### config.mk
export PLATFORM = sky130hd
export DESIGN_NAME = matrix_mem_arbiter
export DESIGN_NICKNAME = d
export VERILOG_FILES = /design/src/rtl/mem_ctrl_pkg.sv /design/src/rtl/rr_arbiter2.sv /design/src/rtl/matrix_mem_arbiter.sv
export SDC_FILE = /design/constraint.sdc
export NUM_CORES = 1
export LEC_CHECK = 0
export BUFFER_PORTS_ARGS = -buffer_cell sky130_fd_sc_hd__buf_2
export CORE_ASPECT_RATIO = 0.8
export CORE_MARGIN = 4
export CORE_UTILIZATION = 39
export DETAILED_ROUTE_END_ITERATION = 10
export GPL_TIMING_DRIVEN = 0
export PLACE_DENSITY = 0.92
export SLEW_MARGIN = 30
export SYNTH_ARGS = -nofsm -noshare
export SYNTH_HDL_FRONTEND = slang
export SYNTH_SLANG_ARGS = --single-unit
### constraint.sdc
create_clock -name clk -period 1.65 [get_ports clk]
set_input_delay 0.2475 -clock clk [delete_from_list [all_inputs] [get_ports clk]]
set_output_delay 0.2475 -clock clk [all_outputs]
set_load 0.005 [all_outputs]
### src/rtl/mem_ctrl_pkg.sv
// Shared definitions for the matrix memory controller: controller states,
// requester count and the memory depth helper.
// Pure declarations: no logic, no latency, no backpressure.
package mem_ctrl_pkg;

  typedef enum logic {
    ST_INIT = 1'b0,  // clear sweep in progress
    ST_RUN  = 1'b1   // arbitrating requests
  } state_t;

  localparam int NREQ = 2;

  // Number of words in an m x n matrix memory.
  function automatic int mem_depth(input int rows, input int cols);
    return rows * cols;
  endfunction

endpackage

### src/rtl/rr_arbiter2.sv
// Two-way round-robin arbiter: returns a one-hot grant from the valid bits.
// Latency: grant is combinational from valid; the pointer updates on the grant edge.
// Backpressure: a single valid is always granted; on a tie the requester not granted most recently wins.
//
// Ports:
//   clk, rst  : clock and synchronous active-high reset (pointer favours requester 0)
//   valid     : per-requester valid bits
//   grant     : one-hot grant, zero when no requester is valid
module rr_arbiter2
  import mem_ctrl_pkg::*;
(
  input  logic            clk,
  input  logic            rst,
  input  logic [NREQ-1:0] valid,
  output logic [NREQ-1:0] grant
);

  // Index of the most recently granted requester. Resetting it to 1 makes
  // the first tie go to requester 0.
  logic last_q;

  always_comb begin
    grant = '0;
    case (valid)
      2'b01:   grant = 2'b01;
      2'b10:   grant = 2'b10;
      2'b11:   grant = last_q ? 2'b01 : 2'b10;
      default: grant = '0;
    endcase
  end

  always_ff @(posedge clk) begin
    if (rst) begin
      last_q <= 1'b1;
    end else if (|grant) begin
      last_q <= grant[1];
    end
  end

endmodule

### src/rtl/matrix_mem_arbiter.sv
// Front-end for the single-port matrix memory: clears every word after reset, then shares it between two requesters.
// Latency: a request accepted at edge k gets its rsp_valid pulse (read data / write ack / range error) in cycle k+1.
// Backpressure: req_ready is low during the clear sweep; afterwards at most one requester is ready per cycle (round-robin).
//
// Ports:
//   clk, rst                     : clock, synchronous active-high reset
//   req_valid / req_ready        : per-requester handshake (bit i = requester i)
//   req_we*, req_addr*, req_wdata*: per-requester command fields
//   rsp_valid, rsp_err, rsp_data : response pulse, out-of-range flag, read data (memory output passed through)
//   init_done                    : high once the clear sweep has finished
//   mem_*                        : memory controls, address, write data and registered read data
module matrix_mem_arbiter
  import mem_ctrl_pkg::*;
#(
  parameter int DW = 8,
  parameter int m  = 8,
  parameter int n  = 8
) (
  input  logic                clk,
  input  logic                rst,
  input  logic [NREQ-1:0]     req_valid,
  output logic [NREQ-1:0]     req_ready,
  input  logic                req_we0,
  input  logic                req_we1,
  input  logic [m+n-1:0]      req_addr0,
  input  logic [m+n-1:0]      req_addr1,
  input  logic [2*DW-1:0]     req_wdata0,
  input  logic [2*DW-1:0]     req_wdata1,
  output logic [NREQ-1:0]     rsp_valid,
  output logic                rsp_err,
  output logic [2*DW-1:0]     rsp_data,
  output logic                init_done,
  output logic                mem_ramEN,
  output logic                mem_writeEN,
  output logic                mem_readEN,
  output logic [m+n-1:0]      mem_addr,
  output logic [2*DW-1:0]     mem_data_in,
  input  logic [2*DW-1:0]     mem_data_out
);

  localparam int AW    = m + n;
  localparam int WW    = 2 * DW;
  localparam int DEPTH = mem_depth(m, n);

  // m*n < 2^(m+n) always holds, so both constants fit in AW bits.
  localparam logic [AW-1:0] DEPTH_A   = AW'(DEPTH);
  localparam logic [AW-1:0] LAST_ADDR = AW'(DEPTH - 1);

  state_t          state_q, state_d;
  logic [AW-1:0]   cnt_q;
  logic            run;
  logic [NREQ-1:0] arb_valid;
  logic [NREQ-1:0] grant;
  logic            sel;
  logic            sel_we;
  logic [AW-1:0]   sel_addr;
  logic [WW-1:0]   sel_wdata;
  logic            in_range;
  logic [NREQ-1:0] rsp_vld_q;
  logic            rsp_err_q;

  // Outputs are forced quiet while rst is high, even though the state
  // register only changes at the next edge.
  assign run       = (state_q == ST_RUN) && !rst;
  assign init_done = run;

  // Requests are invisible to the arbiter outside RUN, so the pointer
  // never moves during the sweep or reset.
  assign arb_valid = run ? req_valid : '0;

  rr_arbiter2 u_arb (
    .clk   (clk),
    .rst   (rst),
    .valid (arb_valid),
    .grant (grant)
  );

  assign req_ready = grant;

  assign sel       = grant[1];
  assign sel_we    = sel ? req_we1    : req_we0;
  assign sel_addr  = sel ? req_addr1  : req_addr0;
  assign sel_wdata = sel ? req_wdata1 : req_wdata0;
  assign in_range  = sel_addr < DEPTH_A;

  always_comb begin
    state_d     = state_q;
    mem_ramEN   = 1'b0;
    mem_writeEN = 1'b0;
    mem_readEN  = 1'b0;
    mem_addr    = '0;
    mem_data_in = '0;
    if (!rst) begin
      case (state_q)
        ST_INIT: begin
          mem_ramEN   = 1'b1;
          mem_writeEN = 1'b1;
          mem_addr    = cnt_q;
          if (cnt_q == LAST_ADDR) begin
            state_d = ST_RUN;
          end
        end
        ST_RUN: begin
          // Out-of-range requests are still accepted but never reach the memory.
          if ((|grant) && in_range) begin
            mem_ramEN   = 1'b1;
            mem_writeEN = sel_we;
            mem_readEN  = ~sel_we;
            mem_addr    = sel_addr;
            mem_data_in = sel_wdata;
          end
        end
        default: state_d = ST_INIT;
      endcase
    end
  end

  always_ff @(posedge clk) begin
    if (rst) begin
      state_q   <= ST_INIT;
      cnt_q     <= '0;
      rsp_vld_q <= '0;
      rsp_err_q <= 1'b0;
    end else begin
      state_q <= state_d;
      if (state_q == ST_INIT) begin
        cnt_q <= cnt_q + AW'(1);
      end
      rsp_vld_q <= grant;
      rsp_err_q <= (|grant) && !in_range;
    end
  end

  assign rsp_valid = rsp_vld_q & {NREQ{~rst}};
  assign rsp_err   = rsp_err_q & ~rst;

  // The memory registers its read internally, so the word it presents in
  // the response cycle already belongs to the accepted read.
  assign rsp_data = mem_data_out;

endmodule

==> results_dict.tcl <==
set metrics [dict create \
    drt_pass1_iterations 4 \
    worstMarginPinSlew_ns 0.465 \
    drv_slew 0 \
    skew_ns 0.00748 \
    synth_top_area_cell "dfxtp_1" \
    die_h_um 67.3 \
    min_path_type "primary input to flop" \
    grt_usage_pct 18.4 \
    drive_above_1_share_pct 55.5 \
    clk_latency_ns 0.26 \
    stdcell_count 419 \
    status "complete, but fails checks" \
    post-route-util_pct 62.1 \
    powerDensity_mw_per_mm2 416 \
    seqPwrFrac_pct 48.2 \
    dp_hpwl_um 4520 \
    rsz0062_at_grt "yes" \
    path_buf_inv 2 \
    clockBufferDepth 2 \
    path_cells "and2b_4 -> nand2_2 -> o31a_1 -> buf_6 -> a21oi_4 -> buf_2" \
    finalSetupViolations 29 \
    grt_pass1_vias 1790 \
    numPortBuffers 126 \
    synth_area_sq_mm 0.00171 \
    postCtsHoldBufs 0 \
    detail-route-antenna-nets 0 \
    synth_most_common_cell "nand2_1" \
    cp-start-kind "flop" \
    critPathKind "flop to output pin" \
    htree_num_levels 1 \
    ys_types 42 \
    max_stage_delay_ns 0.39 \
    clock.fmax_ghz 0.511 \
    critical-path-top-delay-family "compound AO/OA/AOI/OAI gates" \
    slew_headroom_pct 69.0 \
    fin_ws_ns -0.308 \
    die-area_sq_mm 0.00553 \
    p_leak_nw 1.35 \
    synth_edf_count 0 \
    io_pins 143 \
    dp_cells 409 \
    tritoncts "done" \
    combPwrFrac_pct 21.2 \
    sw_frac_of_total_pct 25.4 \
    initial_core_util_pct 40.8 \
    cts_buffers 3 \
    syn_to_final_growth_pct 52.3 \
    core_sq_mm 0.00420 \
    place_congestion 0.826 \
    antenna_found_initial 0 \
    clk_pin_slew_ns 0.08 \
    yosys_warnings 0 \
    num_vias 2096 \
    wirelength_um 5750 \
    grt_overflow_total 0 \
    cts-root-buf "clkbuf_8" \
    final_hold_viol_count 0 \
    antennaDiodeCount 0 \
    clock_sinks 21 \
    worstPathMaxFanout 5 \
    synth-seq-cells 21 \
    fin_crit_ns 1.96 \
    p_switching_w 0.000275 \
    syn_area_per_cell_sq_um 7.58 \
    power.internal_w 0.000810 \
    synth_flop_cell "dfxtp_1" \
    die_w_um 82.1 \
    synthesis.nets 313 \
    cp.arrival_ns 1.71 \
    clockPowerShare_pct 30.6 \
    async_reset_ff_share_pct 0 \
    violations "setup timing" \
    row_count 21 \
    worst-endpoint-required_ns 1.40 \
    synthTopCellsByArea "dfxtp_1 25%, nand2_1 9.9%, buf_4 8.3%" \
    slowest_stage "o31a_1" \
    layout.nets 450 \
    drc 0 \
    synth_top_area_share_pct 24.5 \
    grt_max_degree 13 \
    yosysSeqAreaShare_pct 24.5 \
    drt-initial-drc-count 75 \
    synth_commonest_cells "45 x nand2_1, 21 x dfxtp_1, 19 x buf_4, 17 x nor2_1, 16 x a21oi_2" \
    peakVddDrop_v 0.000559 \
    grt_pass1_wl_um 7940 \
    fin_crit_sh_pct 119 \
    end_kind "output pin" \
    drv_cap 0 \
    routedWlPerCell_um 13.7 \
    syn_inst 226 \
    vias_per_cell 5.00 \
]
-- flip-flops by register name (all words and copies together) (netlist names) --
name,count
u_arb.last_q,1
rsp_err_q,1
rsp_vld_q,2
state_q,1
cnt_q,16
-- final timing paths --
path                      from              to  slack, ns  cells past startpoint
hold / removal    req_valid[0]    rsp_vld_q[0]       0.33                      3
hold reg to reg       cnt_q[7]        cnt_q[7]       0.54                      2
setup reg to reg      cnt_q[0]       cnt_q[10]       0.07                      5
setup / recovery       state_q  mem_data_in[0]      -0.31                      6
-- metrics by stage --
step / cell area (sq um) / setup TNS (ns) / power [W] / worst slack [ns] / hold slack (ns)
2_1_floorplan: 1710 / 0 / 0.000626 / 0.131 / 0.403
3_3_place_gp: 2420 / -3.38 / 0.000744 / -0.213 / 0.503
3_5_place_dp: 2420 / -4.25 / 0.000753 / -0.237 / 0.521
4_1_cts: 2570 / -8.85 / 0.00109 / -0.369 / 0.316
5_1_grt: 2610 / -9.11 / 0.00114 / -0.391 / 0.345
6_report: 2610 / -7.00 / 0.00109 / -0.308 / 0.332
-- worst reg2reg max path, delay by kind of cell, from the launching register on --
family	cells	cell delay [ns]
XOR/XNOR	1	0.16
adder cells (fa/ha/maj)	1	0.24
flip-flops	1	0.46
AND/OR/NAND/NOR	3	0.60
-- area by class of cell --
| type | instances | area, sq um |
|---|---|---|
| inverters | 7 | 28.8 |
| plain buffers | 26 | 208 |
| multi-input cells | 172 | 1150 |
| clock inverters | 1 | 5.00 |
| repair buffers | 132 | 679 |
| fillers | 358 | 1590 |
| flip-flops and latches | 21 | 425 |
| well taps | 57 | 71.3 |
| clock buffers | 3 | 41.3 |
-- logic make-up (layout without fill, tap and decap cells) --
kind of cell | after synthesis | in the layout | synth area share [%]
adders and majority gates | 1 | 1 | 0.730
buffers and inverters | 34 | 169 | 12.1
xor gates and xnor gates | 10 | 10 | 5.11
and+or+nand+nor | 111 | 111 | 35.3
muxes | 8 | 8 | 4.67
AOI/OAI and AO/OA | 41 | 42 | 17.5
DFF | 21 | 21 | 24.5
-- layer usage --
| layer | GRT usage (%) | share of wire [%] | vias up |
|---|---|---|---|
| li1 | - | - | 1040 |
| met1 | 20.0 | 39 | 957 |
| met2 | 35.9 | 51 | 93 |
| met3 | 4.40 | 9.8 | 6 |
| met4 | 4.15 | 0.73 | 0 |
| met5 | 0 | 0 | - |
-- layout by cell type, fill, tap and decap left out, drive strengths merged --
cell type  count
nor3b          2
and2b          1
nand3b         1
xor2           2
and3           1
or3            3
nand4b         1
a21oi         23
nand3          3
nor3           7
dfxtp         21
a31o           2
mux2i          8
nor4b          1
o22ai          1
and2           6
ha             1
a31oi          2
or2            1
clkinv         1
a21boi         1
nand4          4
nor4          11
nor2          17
nand2         46
o21ai         11
o31a           2
nand2b         1
buf          154
inv            7
xnor2          8
clkbuf         7
nor2b          5
-- power by group through the flow --
stage,clock network [W],logic (W),registers (W)
final,0.000332,0.000230,0.000524
after global routing,0.000367,0.000250,0.000524
after CTS,0.000343,0.000223,0.000524
after detailed placement,0,0.000217,0.000536
after global placement,0,0.000209,0.000535
after floorplan,0,0.0000914,0.000534
-- timing repair --
item                                   CTS  global route
buffers inserted                         4             0
setup endpoints to repair               35            38
gates cloned                             3             0
pin swaps                               10             1
endpoints found under the hold margin    0             0
gates resized for setup                 24            17
Note: power is estimated with default switching activity, not from simulation.
